===== src/rtl/instr_loader.sv =====
// instr_loader: boot loader that assembles a little-endian byte stream into 32-bit words,
// writes them to instruction memory and holds the core in reset until the program is in place.
module instr_loader #(
   parameter int ADDR_WIDTH     = 8,
   parameter int TIMEOUT_CYCLES = 1000
) (
   input  logic                  CLK,
   input  logic                  reset,
   input  logic                  start,
   input  logic [7:0]            rx_data,
   input  logic                  rx_valid,
   output logic                  rx_ready,
   output logic                  im_we,
   output logic [ADDR_WIDTH-1:0] im_addr,
   output logic [31:0]           im_wdata,
   output logic                  cpu_reset,
   output logic                  busy,
   output logic                  done,
   output logic                  error,
   output logic [15:0]           word_count
);
   localparam int TW = $clog2(TIMEOUT_CYCLES + 1);
   localparam logic [16:0] CAP = 17'(1) << ADDR_WIDTH;
   localparam logic [ADDR_WIDTH:0] W_ONE = 1;
   localparam logic [TW-1:0] T_ONE = 1;
   localparam logic [TW-1:0] T_LAST = TW'(TIMEOUT_CYCLES - 1);

   typedef enum logic [2:0] {IDLE, LEN_LO, LEN_HI, DATA, WRITE, DONE, ERROR} state_t;

   state_t              state;
   logic [7:0]          len_lo;
   logic [23:0]         shreg;
   logic [1:0]          bidx;
   logic [ADDR_WIDTH:0] widx;
   logic [TW-1:0]       tcnt;
   logic                accept;
   logic [15:0]         n;
   logic [ADDR_WIDTH:0] widx_nxt;

   assign accept   = rx_valid && rx_ready;
   assign n        = {rx_data, len_lo};
   assign widx_nxt = widx + W_ONE;

   always_ff @(posedge CLK or posedge reset) begin
      if (reset) begin
         state      <= IDLE;
         rx_ready   <= 1'b0;
         im_we      <= 1'b0;
         im_addr    <= '0;
         im_wdata   <= '0;
         word_count <= '0;
         cpu_reset  <= 1'b1;
         busy       <= 1'b0;
         done       <= 1'b0;
         error      <= 1'b0;
         len_lo     <= '0;
         shreg      <= '0;
         bidx       <= '0;
         widx       <= '0;
         tcnt       <= '0;
      end else begin
         im_we <= 1'b0;
         case (state)
            IDLE, DONE, ERROR: begin
               if (start) begin
                  state     <= LEN_LO;
                  busy      <= 1'b1;
                  done      <= 1'b0;
                  error     <= 1'b0;
                  cpu_reset <= 1'b1;
                  rx_ready  <= 1'b1;
                  widx      <= '0;
                  bidx      <= '0;
                  tcnt      <= '0;
               end
            end
            LEN_LO, LEN_HI, DATA: begin
               if (accept) begin
                  tcnt <= '0;
                  if (state == LEN_LO) begin
                     len_lo <= rx_data;
                     state  <= LEN_HI;
                  end else if (state == LEN_HI) begin
                     word_count <= n;
                     if (n == 16'd0) begin
                        state     <= DONE;
                        busy      <= 1'b0;
                        done      <= 1'b1;
                        cpu_reset <= 1'b0;
                        rx_ready  <= 1'b0;
                     end else if ({1'b0, n} > CAP) begin
                        state    <= ERROR;
                        busy     <= 1'b0;
                        error    <= 1'b1;
                        rx_ready <= 1'b0;
                     end else begin
                        state <= DATA;
                     end
                  end else begin
                     // earlier bytes shift down so byte 0 ends up in the low lane
                     shreg <= {rx_data, shreg[23:8]};
                     bidx  <= bidx + 2'd1;
                     if (bidx == 2'd3) begin
                        state    <= WRITE;
                        rx_ready <= 1'b0;
                        im_we    <= 1'b1;
                        im_addr  <= widx[ADDR_WIDTH-1:0];
                        im_wdata <= {rx_data, shreg};
                     end
                  end
               end else if (tcnt == T_LAST) begin
                  state    <= ERROR;
                  busy     <= 1'b0;
                  error    <= 1'b1;
                  rx_ready <= 1'b0;
                  tcnt     <= '0;
               end else begin
                  tcnt <= tcnt + T_ONE;
               end
            end
            WRITE: begin
               widx <= widx_nxt;
               bidx <= '0;
               if (16'(widx_nxt) == word_count) begin
                  state     <= DONE;
                  busy      <= 1'b0;
                  done      <= 1'b1;
                  cpu_reset <= 1'b0;
               end else begin
                  state    <= DATA;
                  rx_ready <= 1'b1;
               end
            end
            default: state <= IDLE;
         endcase
      end
   end
endmodule


===== config.mk =====
export PLATFORM = sky130hd
export DESIGN_NAME = instr_loader
export DESIGN_NICKNAME = d
export VERILOG_FILES = /design/src/rtl/instr_loader.sv
export SDC_FILE = /design/constraint.sdc
export NUM_CORES = 1
export LEC_CHECK = 0
export BUFFER_PORTS_ARGS = -buffer_cell sky130_fd_sc_hd__buf_2
export CORE_UTILIZATION = 40
export CTS_CLUSTER_DIAMETER = 40
export CTS_CLUSTER_SIZE = 16
export DETAILED_ROUTE_END_ITERATION = 10
export PLACE_DENSITY = 0.61
export SLEW_MARGIN = 20
export SYNTH_ARGS = -nofsm -noshare
export SYNTH_HDL_FRONTEND = slang
export SYNTH_SLANG_ARGS = --single-unit
export TNS_END_PERCENT = 1

===== constraint.sdc =====
create_clock -name CLK -period 3.2 [get_ports CLK]
set_input_delay 0.32 -clock CLK [delete_from_list [all_inputs] [get_ports CLK]]
set_output_delay 0.32 -clock CLK [all_outputs]
set_load 0.005 [all_outputs]

==> metrics list, run 1 <==
- The flow ran to the end, and the final reports show no timing, DRC or antenna violations.
- H-tree levels: 4
- Hold repair after CTS inserted 0 buffers.
* Top cells by count, synth: sky130_fd_sc_hd__dfrtp_1, sky130_fd_sc_hd__nand2_1, sky130_fd_sc_hd__mux2_2, sky130_fd_sc_hd__o21ai_0, sky130_fd_sc_hd__nor2_1
- After clock tree synthesis, the clock-pin slew on the worst setup and hold paths is approximately 50 ps.
* CTS tree: built
* Routed Wire Length: approximately 12,000 um
* Post-synthesis instance total: between 400 and 500
* Cts bufs inserted: 17
- The top cell type by area accounts for 55.0% of the synthesized area.
- Setup repair after global routing left no endpoint under its margin.
- WS Path Type: flop to flop
* FMAX: between 300 and 400 MHz
* DR WL/cell: roughly 16 um
* Violation count after the first detailed-route iteration: 150
- Net switching power of the design: around 1700 uW
- Setup TNS: 0 ps
* Comb power frac: 24.2%
- Clock Sink Count: roughly 120
- Slack of the worst reg-to-reg path: roughly 440 ps
* Asr flop ratio synth: 100%
- Post-synth top area cell: sky130_fd_sc_hd__dfrtp_1
- The final count of pins violating max slew is 0.
- Total cell area at the placement stage: slightly below 6000 sq um
* Worst slew margin: 44.5%
- The min-delay analysis places its worst path in the category primary input to asynchronous set/reset pin.
- Setup violations remaining at the end of the flow were counted as 0.
- The detailed router placed a little under 4,000 vias in this run.
* Post-CTS repair timing setup buffer count: 0
* Max Cap Violations: 0
* Number of enable-type register cells in the synthesized netlist: 0
- For the worst setup path, the data required time is 3490 ps.
- During synthesis, Yosys emitted a total of 0 warnings.
- Die area: roughly 14,000 sq um
- Hold timing on the final database bottoms out at a slack of 69.3 ps.
- Global-route total usage across every layer: about 18%
- For this run, design rule violations remaining after detail routing come to 0.
- Of the cells placed in the final design, the portion with a size suffix greater than 1 is between 30% and 40%.
* Die width: roughly 120 um
- GP Congestion: 0.870
- Highest net fanout along the worst path: 10
- For this design the static power due to leakage is 0.00324 uW.
* Cell area after synthesis: 5320 sq um
* Critical path startpoint category: flop
- For this run, the leading register cell type out of synthesis is sky130_fd_sc_hd__dfrtp_1.
* Power density over cell area: around 860 nW/um^2
- Root Buffer: sky130_fd_sc_hd__clkbuf_16
- After floorplanning, the core was sized to cover approximately 13,000 sq um.
* Sw Ratio: roughly 31%
- Largest cells by area after synthesis: sky130_fd_sc_hd__dfrtp_1, sky130_fd_sc_hd__mux2_2, sky130_fd_sc_hd__nand2_1, sky130_fd_sc_hd__o21ai_0, sky130_fd_sc_hd__nor2_1
- The finished cells cover around 6500 sq um.
- Number of inserted diodes: 0
- Latest clock arrival within the worst-skew pair: a little over 400 ps
- Dpl hpwl: about 8000 um
* CP endpoint kind: flop
- Top-Level Pins: between 70 and 80
* Syn_area_per_cell: 10.9 sq um
* Detailed Routing Iterations Pass 1: 4
- Once the floorplan was initialized, standard cells occupied between 40% and 50% of the core.
* Clock period minus worst slack: about 2800 ps
- First-pass GRT wire length: roughly 20,000 um
- Number of placement rows: slightly above 40
* Critical path arrival: 3050 ps
- Sequential cells were found to cover between 50% and 60% of the synthesized design area.
- Entering global routing, the biggest net connects 43 pins.
* Total of flip-flops plus latches after synthesis: around 120
* Register share of total power: roughly two fifths
- In this run the deepest clock path goes through 2 buffers.
* Maximum vdd drop: ~400 uV
* Clock skew after layout: around 6.1 ps
* Synth cell types: 62
* P&R area growth vs syn: 22.2%
- Internal power component: slightly below 4000 uW
- Leading cell type by number of instances after synthesis: sky130_fd_sc_hd__dfrtp_1
* Final net count: 574
- Fin crit share: between 80% and 90%
* Via count of the first global-routing pass: ~3,900
- Number of nets produced by synthesis: around 500
* Post-detailed-route via-to-cell ratio: around 5.2
- At the pin with the least slew margin, the transition time is ~830 ps.
- IO buf count: 73
- The die is roughly 120 um tall.
* Fillers: about 1,200
- Portion of total power attributed to the clock network: a little over a third
- The count of final hold-check violations is 0.
* Number of gates resized after cts: 0
* Overall overflow remaining after global route: 0
* Antenna violations before repair: 0
- The count of nets left with antenna violations once routing finished came out at 0.
==> metrics by stage <==
stage | util [%] | std cells | worst slack, ps | total power [uW]
2_1_floorplan | - | 486 | 810 | 3180
3_3_place_gp | 46.1 | 712 | 532 | 3620
3_5_place_dp | 46.1 | 712 | 465 | 3680
4_1_cts | 50.9 | 744 | 458 | 5660
5_1_grt | 50.9 | 744 | 265 | 5940
6_report | 50.9 | 744 | 437 | 5600
==> cell usage in the layout, fill, tap and decap left out, types with 3 or more instances in the layout <==
cell type and instances:
sky130_fd_sc_hd__dfrtp_1 117, sky130_fd_sc_hd__nand2_1 96, sky130_fd_sc_hd__buf_2 73, sky130_fd_sc_hd__mux2_2 63, sky130_fd_sc_hd__o21ai_0 30, sky130_fd_sc_hd__nor2_1 21, sky130_fd_sc_hd__clkbuf_16 17, sky130_fd_sc_hd__nand3_1 14
sky130_fd_sc_hd__a31oi_1 9, sky130_fd_sc_hd__inv_1 8, sky130_fd_sc_hd__a21oi_1 6, sky130_fd_sc_hd__o31ai_1 6, sky130_fd_sc_hd__nor4_1 5, sky130_fd_sc_hd__clkinv_2 5, sky130_fd_sc_hd__and3_1 4, sky130_fd_sc_hd__and2_1 4
sky130_fd_sc_hd__nand2b_1 4, sky130_fd_sc_hd__nor3_1 4, sky130_fd_sc_hd__xnor2_1 4, sky130_fd_sc_hd__a21o_1 4, sky130_fd_sc_hd__o41ai_1 4, sky130_fd_sc_hd__clkbuf_1 4, sky130_fd_sc_hd__bufinv_16 4, sky130_fd_sc_hd__buf_4 4
sky130_fd_sc_hd__and3b_1 3, sky130_fd_sc_hd__o211ai_1 3, sky130_fd_sc_hd__xor2_1 3, sky130_fd_sc_hd__ha_1 3, sky130_fd_sc_hd__buf_12 3
==> cells by family after synthesis <==
| kind of cell | count (synthesis) | synth area share (%) |
|---|---|---|
| xor gates and xnor gates | 8 | 1.60 |
| and+or+nand+nor | 178 | 15.7 |
| buffers and inverters | 35 | 2.71 |
| muxes | 63 | 13.3 |
| AOI/OAI and AO/OA | 80 | 10.2 |
| adders and majority gates | 4 | 0.894 |
| DFF | 118 | 55.5 |
==> registers in the layout, indices dropped and copies added (netlist names) <==
name	count
bidx	2
busy	1
cpu_reset	1
done	1
error	1
im_addr	8
im_wdata	32
im_we	1
len_lo	8
rx_ready	1
shreg	24
state	3
tcnt	10
widx	9
word_count	16
==> final timing paths <==
kind                                       endpoint                 start  depth (start not counted)
max                            state[1]$_DFFE_PP0P_   widx[0]$_DFFE_PP0P_                          7
min                             tcnt[6]$_DFFE_PP0P_                 reset                          2
max reg2reg                    state[1]$_DFFE_PP0P_   widx[0]$_DFFE_PP0P_                          7
min reg2reg                    shreg[5]$_DFFE_PP0P_  shreg[5]$_DFFE_PP0P_                          2
max in group asynchronous  im_wdata[30]$_DFFE_PP0P_                 reset                          3
min in group CLK              shreg[23]$_DFFE_PP0P_            rx_data[7]                          3
==> layer usage <==
| metal | part of all wire [%] | vias to the layer above | track usage (%) |
|---|---|---|---|
| li1 | - | 1871 | - |
| met4 | 2.3 | 0 | 9.50 |
| met3 | 4.5 | 21 | 4.57 |
| met5 | 0 | - | 0 |
| met2 | 47 | 93 | 27.2 |
| met1 | 47 | 1896 | 23.8 |
==> worst max-delay path: stages (launching register included) <==
cell and delay (ps):
sky130_fd_sc_hd__dfrtp_1 480, sky130_fd_sc_hd__ha_1 410, sky130_fd_sc_hd__nand2_1 170, sky130_fd_sc_hd__or4b_1 500, sky130_fd_sc_hd__a221o_1 410, sky130_fd_sc_hd__a311oi_4 310, sky130_fd_sc_hd__nor3_2 60, sky130_fd_sc_hd__o31a_1 290
==> power by group through the flow <==
| stage | clock, uW | combinational, uW | sequential (uW) |
|---|---|---|---|
| after global placement | 0 | 1330 | 2290 |
| after global routing | 2060 | 1520 | 2370 |
| after CTS | 1990 | 1370 | 2300 |
| after detailed placement | 0 | 1370 | 2320 |
| final | 1950 | 1360 | 2300 |
| after floorplan | 0 | 1010 | 2170 |
==> area by class of cell <==
class | count | area (sq um) | share of cell area [%]
Sequential cell | 118 | 2950 | 45.5
Clock inverter | 10 | 153 | 2.35
Multi-Input combinational cell | 333 | 2230 | 34.3
Clock buffer | 22 | 454 | 6.99
Inverter | 9 | 37.5 | 0.578
Timing Repair Buffer | 80 | 455 | 7.01
Tap cell | 172 | 215 | 3.31
Power figures use the tool's default switching activity.
==> run 2: changes to the inputs <==
--- a/config.mk
+++ b/config.mk
@@ -6,6 +6,7 @@
 export NUM_CORES = 1
 export LEC_CHECK = 0
 export BUFFER_PORTS_ARGS = -buffer_cell sky130_fd_sc_hd__buf_2
+export CORE_MARGIN = 2
 export CORE_UTILIZATION = 40
 export CTS_CLUSTER_DIAMETER = 40
 export CTS_CLUSTER_SIZE = 16
==> metrics list, run 2 (synthesized netlist as in run 1, its figures left out) <==
- Result of the run: finished clean (unchanged).
- Maximum vdd drop: 443 uV (was 402 uV)
* Min setup slack post-route: 456 ps (was 437 ps)
* Req. time, crit path: 3500 ps (was 3490 ps)
* Final net count: 577 (was 574)
- The number of sinks driven by the clock tree was 118 (unchanged).
- Slew at the pin closest to its max-slew limit: 713 ps (was 831 ps)
- Classification of the worst-slack hold path: primary input to flop (was primary input to asynchronous set/reset pin)
* P_leak: 0.00326 uW (was 0.00324 uW)
* Slack of the worst reg-to-reg path: 460 ps (was 440 ps)
- Register bank with the most flops: im_wdata (unchanged)
* Number of instances on the worst hold path: 3
- First-pass GRT wire length: 20,400 um (was 19,600 um)
* Core area: 13,100 sq um (was 12,800 sq um)
- The via count of the first global-routing pass was 4,008 (was 3,862).
* CTS tree: built (unchanged)
- The cell area after placement was 5900 sq um (was 5890 sq um).
- The startpoint of the most critical register-to-register path is widx[0]$_DFFE_PP0P_ (unchanged).
* Fillers: 1,222 (was 1,162)
- The residual DRC count was 0 (unchanged).
* Overall overflow remaining after global route: 0 (unchanged)
- DR WL/cell: 16.0 um (was 15.6 um)
- Top-Level Pins: 74 (unchanged)
* Internal power component: 3940 uW (was 3870 uW)
- Hold Slack: 176 ps (was 69.3 ps)
- The commonest non-fill, non-tap cell in the layout is sky130_fd_sc_hd__dfrtp_1 (unchanged).
- Die area: 14,200 sq um (was 13,800 sq um)
- The sequential share of power is 39.4% (was 41.0%).
* CP endpoint kind: flop (unchanged)
* Clock skew after layout: 5.70 ps (was 6.06 ps)
- The routability congestion estimate was 0.849 (was 0.870).
* Critical path startpoint category: flop (unchanged)
- Critical path arrival: 3040 ps (was 3050 ps)
- Reg2Reg Capture Point: state[1]$_DFFE_PP0P_ (unchanged)
* Portion of total power attributed to the clock network: 36.3% (was 34.8%)
- Leading registers by flop count: im_wdata x32, shreg x24, word_count x16 (unchanged).
- The critical-path maximum fanout was 10 (unchanged).
- The number of H-tree levels came to 4 (unchanged).
- Number of flip-flops under the largest register name: 32 (unchanged)
- Detailed Routing Iterations Pass 1: 4 (unchanged)
* WS Path Type: flop to flop (unchanged)
- Root Buffer: sky130_fd_sc_hd__clkbuf_16 (unchanged)
- The largest buffer count on any clock path was 2 (unchanged).
- Number of placement rows: 42 (was 41)
- The number of maximum-capacitance constraint violations was 0 (unchanged).
- Cts bufs inserted: 17 (unchanged)
- The final standard cell utilization of the core is 50.0% (was 50.9%).
- The clock latency reported for the late side of the worst-skew pair came to 420 ps (was 410 ps).
* Antenna violations before repair: 0 (unchanged)
- The startpoint identified for the worst hold timing path is rx_data[6].
- Violation count after the first detailed-route iteration: 251 (was 150)
- The final design instance area without fill is 6560 sq um (was 6500 sq um).
- Total number of vias: 3,924 (was 3,881)
- The layout-stage area growth over the synthesis result was 23.4% (was 22.2%).
- The clock-pin slew on the worst setup and hold paths came to 60 ps (was 50 ps).
- The worst reg2reg path depth came to 7 (unchanged).
* Routed Wire Length: 12,000 um (was 11,600 um)
- The clock period minus worst slack came to 2740 ps (was 2760 ps).
* Final hold violation count: 0 (unchanged)
- Setup violations, final: 0 (unchanged)
- The final count of pins violating max slew is 0 (unchanged).
- Largest net degree at the start of global routing: 53 (was 43)
* Global-route total usage across every layer: 18.2% (was 18.0%)
* FMAX: 364 MHz (was 362 MHz)
- The combinational share of power is 24.3% (was 24.2%).
- The width of the die came to 119 um (was 117 um).
- Number of inserted diodes: 0 (unchanged)
- The share of total power consumed by net switching is 31.5% (was 30.9%).
- The worst hold path terminates at shreg[22]$_DFFE_PP0P_.
- Fraction of final layout cells sized beyond drive strength 1: 33.2% (was 32.3%)
- Post-route antenna net violation count: 0 (unchanged)
- Fin crit share: 85.8% (was 86.4%)
- Number of gates resized after cts: 0 (unchanged)
- The per-cell via count in the routed design is 5.23 (was 5.22).
- Unrepaired setup endpoints after global routing: false (unchanged)
- Chip Height: 119 um (was 117 um)
* Power density over cell area: 878 nW/um^2 (was 862 nW/um^2)
* Starting density of the core: 40.5% (was 41.6%)
- The final setup TNS came to 0 ps (unchanged).
* Leading cell types in the layout, fill and taps excluded: sky130_fd_sc_hd__dfrtp_1, sky130_fd_sc_hd__nand2_1, sky130_fd_sc_hd__buf_2 (unchanged)
- Worst slew margin: 52.3% (was 44.5%)
* Dpl hpwl: 8150 um (was 8020 um)
* IO buf count: 73 (unchanged)
- Net switching power of the design: 1820 uW (was 1730 uW)
- Place WS: 469 ps (was 465 ps)
-- run 2: critical path: stages, from the launching register on --
cell and delay [ps]:
sky130_fd_sc_hd__dfrtp_1 510, sky130_fd_sc_hd__ha_1 410, sky130_fd_sc_hd__nand2_1 170, sky130_fd_sc_hd__or4b_1 500
sky130_fd_sc_hd__a221o_1 400, sky130_fd_sc_hd__a311oi_4 310, sky130_fd_sc_hd__nor3_2 60, sky130_fd_sc_hd__o31a_1 270
-- run 2: stage by stage --
stage | instances | power, uW
6_report | 751 | 5760
5_1_grt | 751 | 6130
4_1_cts | 751 | 5810
3_5_place_dp | 718 | 3700
3_3_place_gp | 718 | 3640
2_1_floorplan | 486 | 3180
-- run 2: how the worst max path moves through the flow --
stage,from,endpoint,slack [ps]
floorplan,widx[1]$_DFFE_PP0P_,state[1]$_DFFE_PP0P_,810
global placement,widx[0]$_DFFE_PP0P_,state[1]$_DFFE_PP0P_,570
detailed placement,widx[0]$_DFFE_PP0P_,state[1]$_DFFE_PP0P_,470
CTS,widx[0]$_DFFE_PP0P_,cpu_reset$_DFFE_PP1P_,470
global route,tcnt[0]$_DFFE_PP0P_,rx_ready$_DFFE_PP0P_,290
finish,widx[0]$_DFFE_PP0P_,state[1]$_DFFE_PP0P_,460
-- run 2: repair_timing --
action	CTS	global route
buffers inserted	0	0
hold buffers	1	0
hold endpoints to repair	19	0
-- run 2: power by group through the flow --
stage	clock, uW	combinational (uW)	sequential (uW)
6_report	2090	1400	2270
5_1_grt	2200	1590	2330
4_1_cts	2120	1420	2270
3_5_place_dp	0	1400	2290
3_3_place_gp	0	1370	2270
2_1_floorplan	0	1010	2170
-- run 2: layout make-up --
| class | count | area (sq um) | area share (%) |
|---|---|---|---|
| Clock buffer | 17 | 425 | 6.48 |
| Sequential cell | 118 | 2950 | 45.0 |
| Clock inverter | 15 | 229 | 3.49 |
| Timing Repair Buffer | 83 | 468 | 7.13 |
| Tap cell | 176 | 220 | 3.35 |
| Multi-Input combinational cell | 333 | 2230 | 34.0 |
| Inverter | 9 | 37.5 | 0.572 |
-- run 2: routing by layer --
layer / vias up / wire (um) / GRT usage [%]
met3: 20 / 538 / 5.22
met5: - / 0 / 0
li1: 1864 / - / -
met1: 1947 / 5580 / 24.4
met2: 93 / 5680 / 27.8
met4: 0 / 226 / 7.65
